**src/rtl/rv_pkg.sv**
```systemverilog
// Shared RV32I definitions for the load/store unit: FSM states and funct3 width codes.
package rv_pkg;

    typedef enum logic [1:0] {
        ST_IDLE = 2'd0,
        ST_REQ  = 2'd1,
        ST_WAIT = 2'd2
    } lsu_state_t;

    localparam logic [2:0] F3_B  = 3'b000;
    localparam logic [2:0] F3_H  = 3'b001;
    localparam logic [2:0] F3_W  = 3'b010;
    localparam logic [2:0] F3_BU = 3'b100;
    localparam logic [2:0] F3_HU = 3'b101;

endpackage

```
**src/rtl/lsu_align.sv**
```systemverilog
// Combinational lane logic: alignment check, byte enables and store replication for the
// incoming op, plus lane select and sign/zero extension for the returning load data.
module lsu_align
    import rv_pkg::*;
#(
    parameter int XLEN = 32
) (
    input  logic            we,
    input  logic [2:0]      funct3,
    input  logic [1:0]      lane,
    input  logic [XLEN-1:0] wdata,
    output logic [3:0]      be,
    output logic [XLEN-1:0] wdata_rep,
    output logic            bad,
    input  logic [2:0]      ld_funct3,
    input  logic [1:0]      ld_lane,
    input  logic [XLEN-1:0] rdata,
    output logic [XLEN-1:0] ld_data
);

    always_comb begin
        be        = 4'b0000;
        wdata_rep = wdata;
        bad       = 1'b0;
        case (funct3)
            F3_B: begin
                be        = 4'b0001 << lane;
                wdata_rep = {(XLEN/8){wdata[7:0]}};
            end
            F3_H: begin
                be        = 4'b0011 << lane;
                wdata_rep = {(XLEN/16){wdata[15:0]}};
                bad       = lane[0];
            end
            F3_W: begin
                be  = 4'b1111;
                bad = (lane != 2'b00);
            end
            // Unsigned widths exist only for loads.
            F3_BU: begin
                be  = 4'b0001 << lane;
                bad = we;
            end
            F3_HU: begin
                be  = 4'b0011 << lane;
                bad = we | lane[0];
            end
            default: bad = 1'b1;
        endcase
    end

    logic [XLEN-1:0] shifted;
    assign shifted = rdata >> {ld_lane, 3'b000};

    always_comb begin
        ld_data = shifted;
        case (ld_funct3)
            F3_B:    ld_data = {{(XLEN-8){shifted[7]}}, shifted[7:0]};
            F3_H:    ld_data = {{(XLEN-16){shifted[15]}}, shifted[15:0]};
            F3_BU:   ld_data = {{(XLEN-8){1'b0}}, shifted[7:0]};
            F3_HU:   ld_data = {{(XLEN-16){1'b0}}, shifted[15:0]};
            default: ld_data = shifted;
        endcase
    end

endmodule

```
**src/rtl/lsu.sv**
```systemverilog
// Load/store unit: accepts one memory op at a time from EXE/MEM, drives a req/gnt data
// memory port and returns extended load results to MEM/WB.
module lsu
    import rv_pkg::*;
#(
    parameter int XLEN = 32
) (
    input  logic            clk,
    input  logic            rst_n,
    input  logic            req_valid,
    output logic            req_ready,
    input  logic            req_we,
    input  logic [2:0]      req_funct3,
    input  logic [XLEN-1:0] req_addr,
    input  logic [XLEN-1:0] req_wdata,
    input  logic [4:0]      req_rd,
    output logic            dmem_req,
    input  logic            dmem_gnt,
    output logic            dmem_we,
    output logic [3:0]      dmem_be,
    output logic [XLEN-1:0] dmem_addr,
    output logic [XLEN-1:0] dmem_wdata,
    input  logic            dmem_rvalid,
    input  logic [XLEN-1:0] dmem_rdata,
    output logic            rsp_valid,
    output logic [XLEN-1:0] rsp_data,
    output logic [4:0]      rsp_rd,
    output logic            stall,
    output logic            misalign
);

    lsu_state_t      state;
    logic [2:0]      op_funct3;
    logic [1:0]      op_lane;
    logic [4:0]      op_rd;
    logic [3:0]      be;
    logic [XLEN-1:0] wdata_rep;
    logic [XLEN-1:0] ld_data;
    logic            req_bad;

    lsu_align #(.XLEN(XLEN)) u_align (
        .we        (req_we),
        .funct3    (req_funct3),
        .lane      (req_addr[1:0]),
        .wdata     (req_wdata),
        .be        (be),
        .wdata_rep (wdata_rep),
        .bad       (req_bad),
        .ld_funct3 (op_funct3),
        .ld_lane   (op_lane),
        .rdata     (dmem_rdata),
        .ld_data   (ld_data)
    );

    assign req_ready = (state == ST_IDLE);
    assign stall     = rst_n & ((state == ST_IDLE) ? (req_valid & ~req_bad) : 1'b1);

    // rsp_valid and misalign are single-cycle pulses; everything on dmem_* is latched at
    // acceptance so it stays stable for however long the memory withholds the grant.
    always_ff @(posedge clk or negedge rst_n) begin
        if (!rst_n) begin
            state      <= ST_IDLE;
            op_funct3  <= 3'b000;
            op_lane    <= 2'b00;
            op_rd      <= 5'd0;
            dmem_req   <= 1'b0;
            dmem_we    <= 1'b0;
            dmem_be    <= 4'b0000;
            dmem_addr  <= '0;
            dmem_wdata <= '0;
            rsp_valid  <= 1'b0;
            rsp_data   <= '0;
            rsp_rd     <= 5'd0;
            misalign   <= 1'b0;
        end else begin
            rsp_valid <= 1'b0;
            misalign  <= 1'b0;
            case (state)
                ST_IDLE: begin
                    if (req_valid) begin
                        if (req_bad) begin
                            misalign <= 1'b1;
                        end else begin
                            state      <= ST_REQ;
                            op_funct3  <= req_funct3;
                            op_lane    <= req_addr[1:0];
                            op_rd      <= req_rd;
                            dmem_req   <= 1'b1;
                            dmem_we    <= req_we;
                            dmem_be    <= be;
                            dmem_addr  <= {req_addr[XLEN-1:2], 2'b00};
                            dmem_wdata <= wdata_rep;
                        end
                    end
                end
                ST_REQ: begin
                    if (dmem_gnt) begin
                        dmem_req <= 1'b0;
                        dmem_we  <= 1'b0;
                        state    <= dmem_we ? ST_IDLE : ST_WAIT;
                    end
                end
                ST_WAIT: begin
                    if (dmem_rvalid) begin
                        rsp_valid <= 1'b1;
                        rsp_data  <= ld_data;
                        rsp_rd    <= op_rd;
                        state     <= ST_IDLE;
                    end
                end
                default: state <= ST_IDLE;
            endcase
        end
    end

endmodule

```
**config.mk**
```make
export PLATFORM = sky130hd
export DESIGN_NAME = lsu
export DESIGN_NICKNAME = d
export VERILOG_FILES = /design/src/rtl/rv_pkg.sv /design/src/rtl/lsu_align.sv /design/src/rtl/lsu.sv
export SDC_FILE = /design/constraint.sdc
export NUM_CORES = 1
export LEC_CHECK = 0
export BUFFER_PORTS_ARGS = -buffer_cell sky130_fd_sc_hd__buf_2
export CAP_MARGIN = 20
export CORE_ASPECT_RATIO = 0.8
export CORE_MARGIN = 1.5
export CORE_UTILIZATION = 54
export CTS_BUF_LIST = sky130_fd_sc_hd__clkbuf_8
export DETAILED_ROUTE_END_ITERATION = 10
export PLACE_DENSITY = 0.86
export SETUP_SLACK_MARGIN = 0.4
export SLEW_MARGIN = 20
export SYNTH_ARGS = -nofsm -noshare
export SYNTH_HDL_FRONTEND = slang
export SYNTH_SLANG_ARGS = --single-unit
```
**constraint.sdc**
```tcl
create_clock -name clk -period 3.5 [get_ports clk]
set_input_delay 0.175 -clock clk [delete_from_list [all_inputs] [get_ports clk]]
set_output_delay 0.175 -clock clk [all_outputs]
set_load 0.03 [all_outputs]
```
==> flow_metrics.py <==
metrics = {
    "status": {
        "status": "finished clean",
    },
    "timing": {
        "fin_ws_ns": 1.11,
        "fin_crit_sh_pct": 68.3,
        "rsz0062_at_grt": "no",
        "skew_ns": 0.0118,
        "tns_ns": 0,
        "finalHoldViolCount": 0,
        "slew_headroom_pct": 28.3,
        "worst_pin_slew_ns": 1.07,
        "setup_violations": 0,
        "slew_viol_final": 0,
        "fmaxAchievable_mhz": 419,
        "period_minus_slack_ns": 2.39,
    },
    "setup_path": {
        "path_delay_family": "flip-flops",
        "cp.required_ns": 3.76,
        "path_cells": "mux4_2 > or2_1 > nand3_1 > o311ai_0",
        "cp_slowest_cell": "dfrtp_1",
        "cp_max_fo": 30,
        "worst-path-buf-inv": 0,
        "criticalPathCategory": "flip-flop to flip-flop",
        "cp-end-kind": "flip-flop",
        "slowest_delay_ns": 1.06,
        "r2r_cells": 4,
        "cp.depth": 4,
        "reg2reg_to": "rsp_data[23]",
        "cp-startpoint": "op_lane[1]",
        "worst_setup_path_start_kind": "flip-flop",
        "cp-endpoint": "rsp_data[23]",
        "timing.rr.start": "op_lane[1]",
        "crit_arrival_ns": 2.65,
        "r2r_setup_slack_ns": 1.11,
    },
    "floorplanning": {
        "die_x_um": 115,
        "die_area_mm2": 0.0106,
        "rows": 32,
        "core_region_area_mm2": 0.00969,
        "ios": 221,
        "die_y_um": 92.4,
        "initial_utilization_pct": 55.7,
    },
    "flow_run": {
        "cap_viol_max_count": 0,
    },
    "worst_hold_path": {
        "min_path_type": "input pin to flip-flop",
    },
    "global_routing": {
        "grt_use_total_pct": 28.3,
        "grt_overflow_total": 0,
        "grt_max_degree": 90,
        "grt_pass1_wl_mm": 23.2,
        "antenna_found_initial": 0,
        "grt_pass1_vias": 4712,
    },
    "cells_and_area": {
        "drive_gt1_share_pct": 36.1,
        "syn2layout_area_growth_pct": 36.0,
        "fin_util_pct": 75.7,
        "nets": 843,
        "n_antenna_cell": 0,
    },
    "route": {
        "drc": 0,
        "ant_nets": 0,
        "finalWirelength_mm": 14.9,
        "dr.pass1.iters": 4,
        "vias_per_cell": 5.29,
        "vias": 4666,
        "wl_per_cell_um": 16.8,
        "drt_iter0_drc": 340,
    },
    "clock_network": {
        "h-tree-depth": 4,
        "cts_buffers": 17,
        "clk_latency_ns": 0.43,
        "clock_tree.root_cell": "clkbuf_8",
        "cts_tree": "yes",
        "clkTransAtPathRegs_ns": 0.07,
        "clock_path_buffers": 2,
        "cts.repair_timing.setup_buffer_count": 0,
        "cts_num_sinks": 119,
        "cts_resized": 0,
    },
    "power_and_ir_drop": {
        "finalPower_mw": 6.11,
        "p_per_area_mw_per_mm2": 833,
        "ir_worst_vdd_uv": 475,
        "p_leak_nw": 3.68,
    },
    "placed_design": {
        "dp_hpwl_mm": 9.95,
        "place_ws_ns": 1.17,
        "gp_congestion": 0.944,
        "placement.io_buffers": 218,
    },
    "synth": {
        "ys_types": 38,
        "synth_ff_type": "dfrtp_1",
        "syn_inst": 486,
        "netlist_top_cells_area": "dfrtp_1, mux2_1, mux2i_1",
        "synth.top_cell.area_share_pct": 55.2,
        "synth_warnings": 0,
        "syn-cell-area_mm2": 0.00540,
        "yosysTopAreaCell": "dfrtp_1",
        "async_flop_share_pct": 100,
        "yosysSeqAreaShare_pct": 55.2,
        "ys_ff_latch": 119,
        "synth_edf_count": 0,
        "avgSynthCellArea_um2": 11.1,
    },
}
==> kinds of logic after synthesis <==
| kind of cell | share of synthesized area (%) |
|---|---|
| buf+inv | 3.13 |
| simple gates | 11.8 |
| flops | 55.2 |
| other cells | 0.0695 |
| compound gates | 9.88 |
| mux | 19.9 |
==> state kept, by name, indices dropped and copies added (netlist names) <==
name and count:
op_lane 2, op_rd 5, rsp_valid 1, dmem_req 1
dmem_be 4, rsp_rd 5, rsp_data 32, op_funct3 3
state 2, dmem_wdata 32, misalign 1, dmem_addr 30
dmem_we 1
==> power breakdown <==
group,switching (mW),internal [mW],total (mW)
Sequential,0.399,1.91,2.31
Clock,0.578,0.633,1.21
Combinational,1.74,0.860,2.60
==> synthesized netlist by cell type, types with 2 or more instances <==
library cell / instances
buf_4: 2
o311ai_0: 2
buf_2: 15
clkbuf_1: 13
nand2b_1: 2
dfrtp_1: 119
nor2b_1: 3
and2_1: 7
nand3_1: 16
o31a_1: 3
nand2_1: 73
o21ai_1: 26
o31ai_1: 2
nand3b_1: 3
inv_1: 2
buf_1: 3
mux2i_1: 40
a221o_1: 8
mux2_2: 9
nor2_1: 30
o21ai_0: 25
a21boi_0: 2
nor3_1: 3
mux2_1: 49
a21oi_1: 16
==> worst reg2reg max path, cell delays in order (launching register included) <==
cell and delay, ns:
dfrtp_1 1.06, mux4_2 0.41, or2_1 0.23, nand3_1 0.30, o311ai_0 0.23
==> worst min path at each step <==
stage / end / depth (start not counted) / from / slack (ns)
after CTS: dmem_wdata[1] / 2 / req_wdata[1] / 0.005
final: dmem_wdata[1] / 2 / req_wdata[1] / 0.02
after global placement: dmem_wdata[29] / 1 / rst_n / 0.21
after global routing: rsp_data[26] / 2 / dmem_rdata[26] / 0.01
after detailed placement: dmem_wdata[29] / 1 / rst_n / 0.22
after floorplan: dmem_addr[10] / 0 / rst_n / -0.12
==> metrics by stage <==
stage	std cells	instance area, um^2	hold WS [ns]
global placement	810	6550	0.206
detailed placement	810	6550	0.222
global route	882	7340	0.0149
floorplan	487	5400	-0.121
CTS	882	7340	0.00488
finish	882	7340	0.0234
==> placed cells by master, fill, tap and decap left out, types with 3 or more instances in the layout <==
cell,instances
nor2_1,29
inv_1,3
clkinvlp_4,5
mux2_2,9
and2_1,7
mux2i_1,40
o21ai_0,25
dlygate4sd3_1,40
buf_4,3
mux2_1,49
o31a_1,3
dfrtp_1,119
nor2b_1,3
buf_2,217
clkbuf_8,17
clkinv_4,3
o21ai_1,26
a221o_1,8
nand3b_1,3
nand2_1,73
nor3_1,3
a21oi_1,16
nand3_1,16
==> layout make-up <==
| cell class | instances | area (um^2) |
|---|---|---|
| fill | 676 | 2350 |
| inverter | 2 | 7.51 |
| clock inverter | 15 | 155 |
| multi-input combinational | 332 | 2260 |
| sequential | 119 | 2980 |
| tap | 136 | 170 |
| clock buffer | 17 | 234 |
| timing repair buffer | 261 | 1530 |
==> timing repair <==
action                                 CTS  global route
hold buffers                            40             0
setup endpoints to repair                0             0
endpoints found under the hold margin   84             0
==> layer usage <==
layer | up-vias | routed length [um] | GRT usage, %
met5 | - | 0 | 0
met4 | 0 | 200 | 8.74
met3 | 18 | 1070 | 7.85
met2 | 209 | 7490 | 48.6
met1 | 2238 | 6100 | 35.0
li1 | 2201 | - | -
Note: power is estimated with default switching activity, not from simulation.
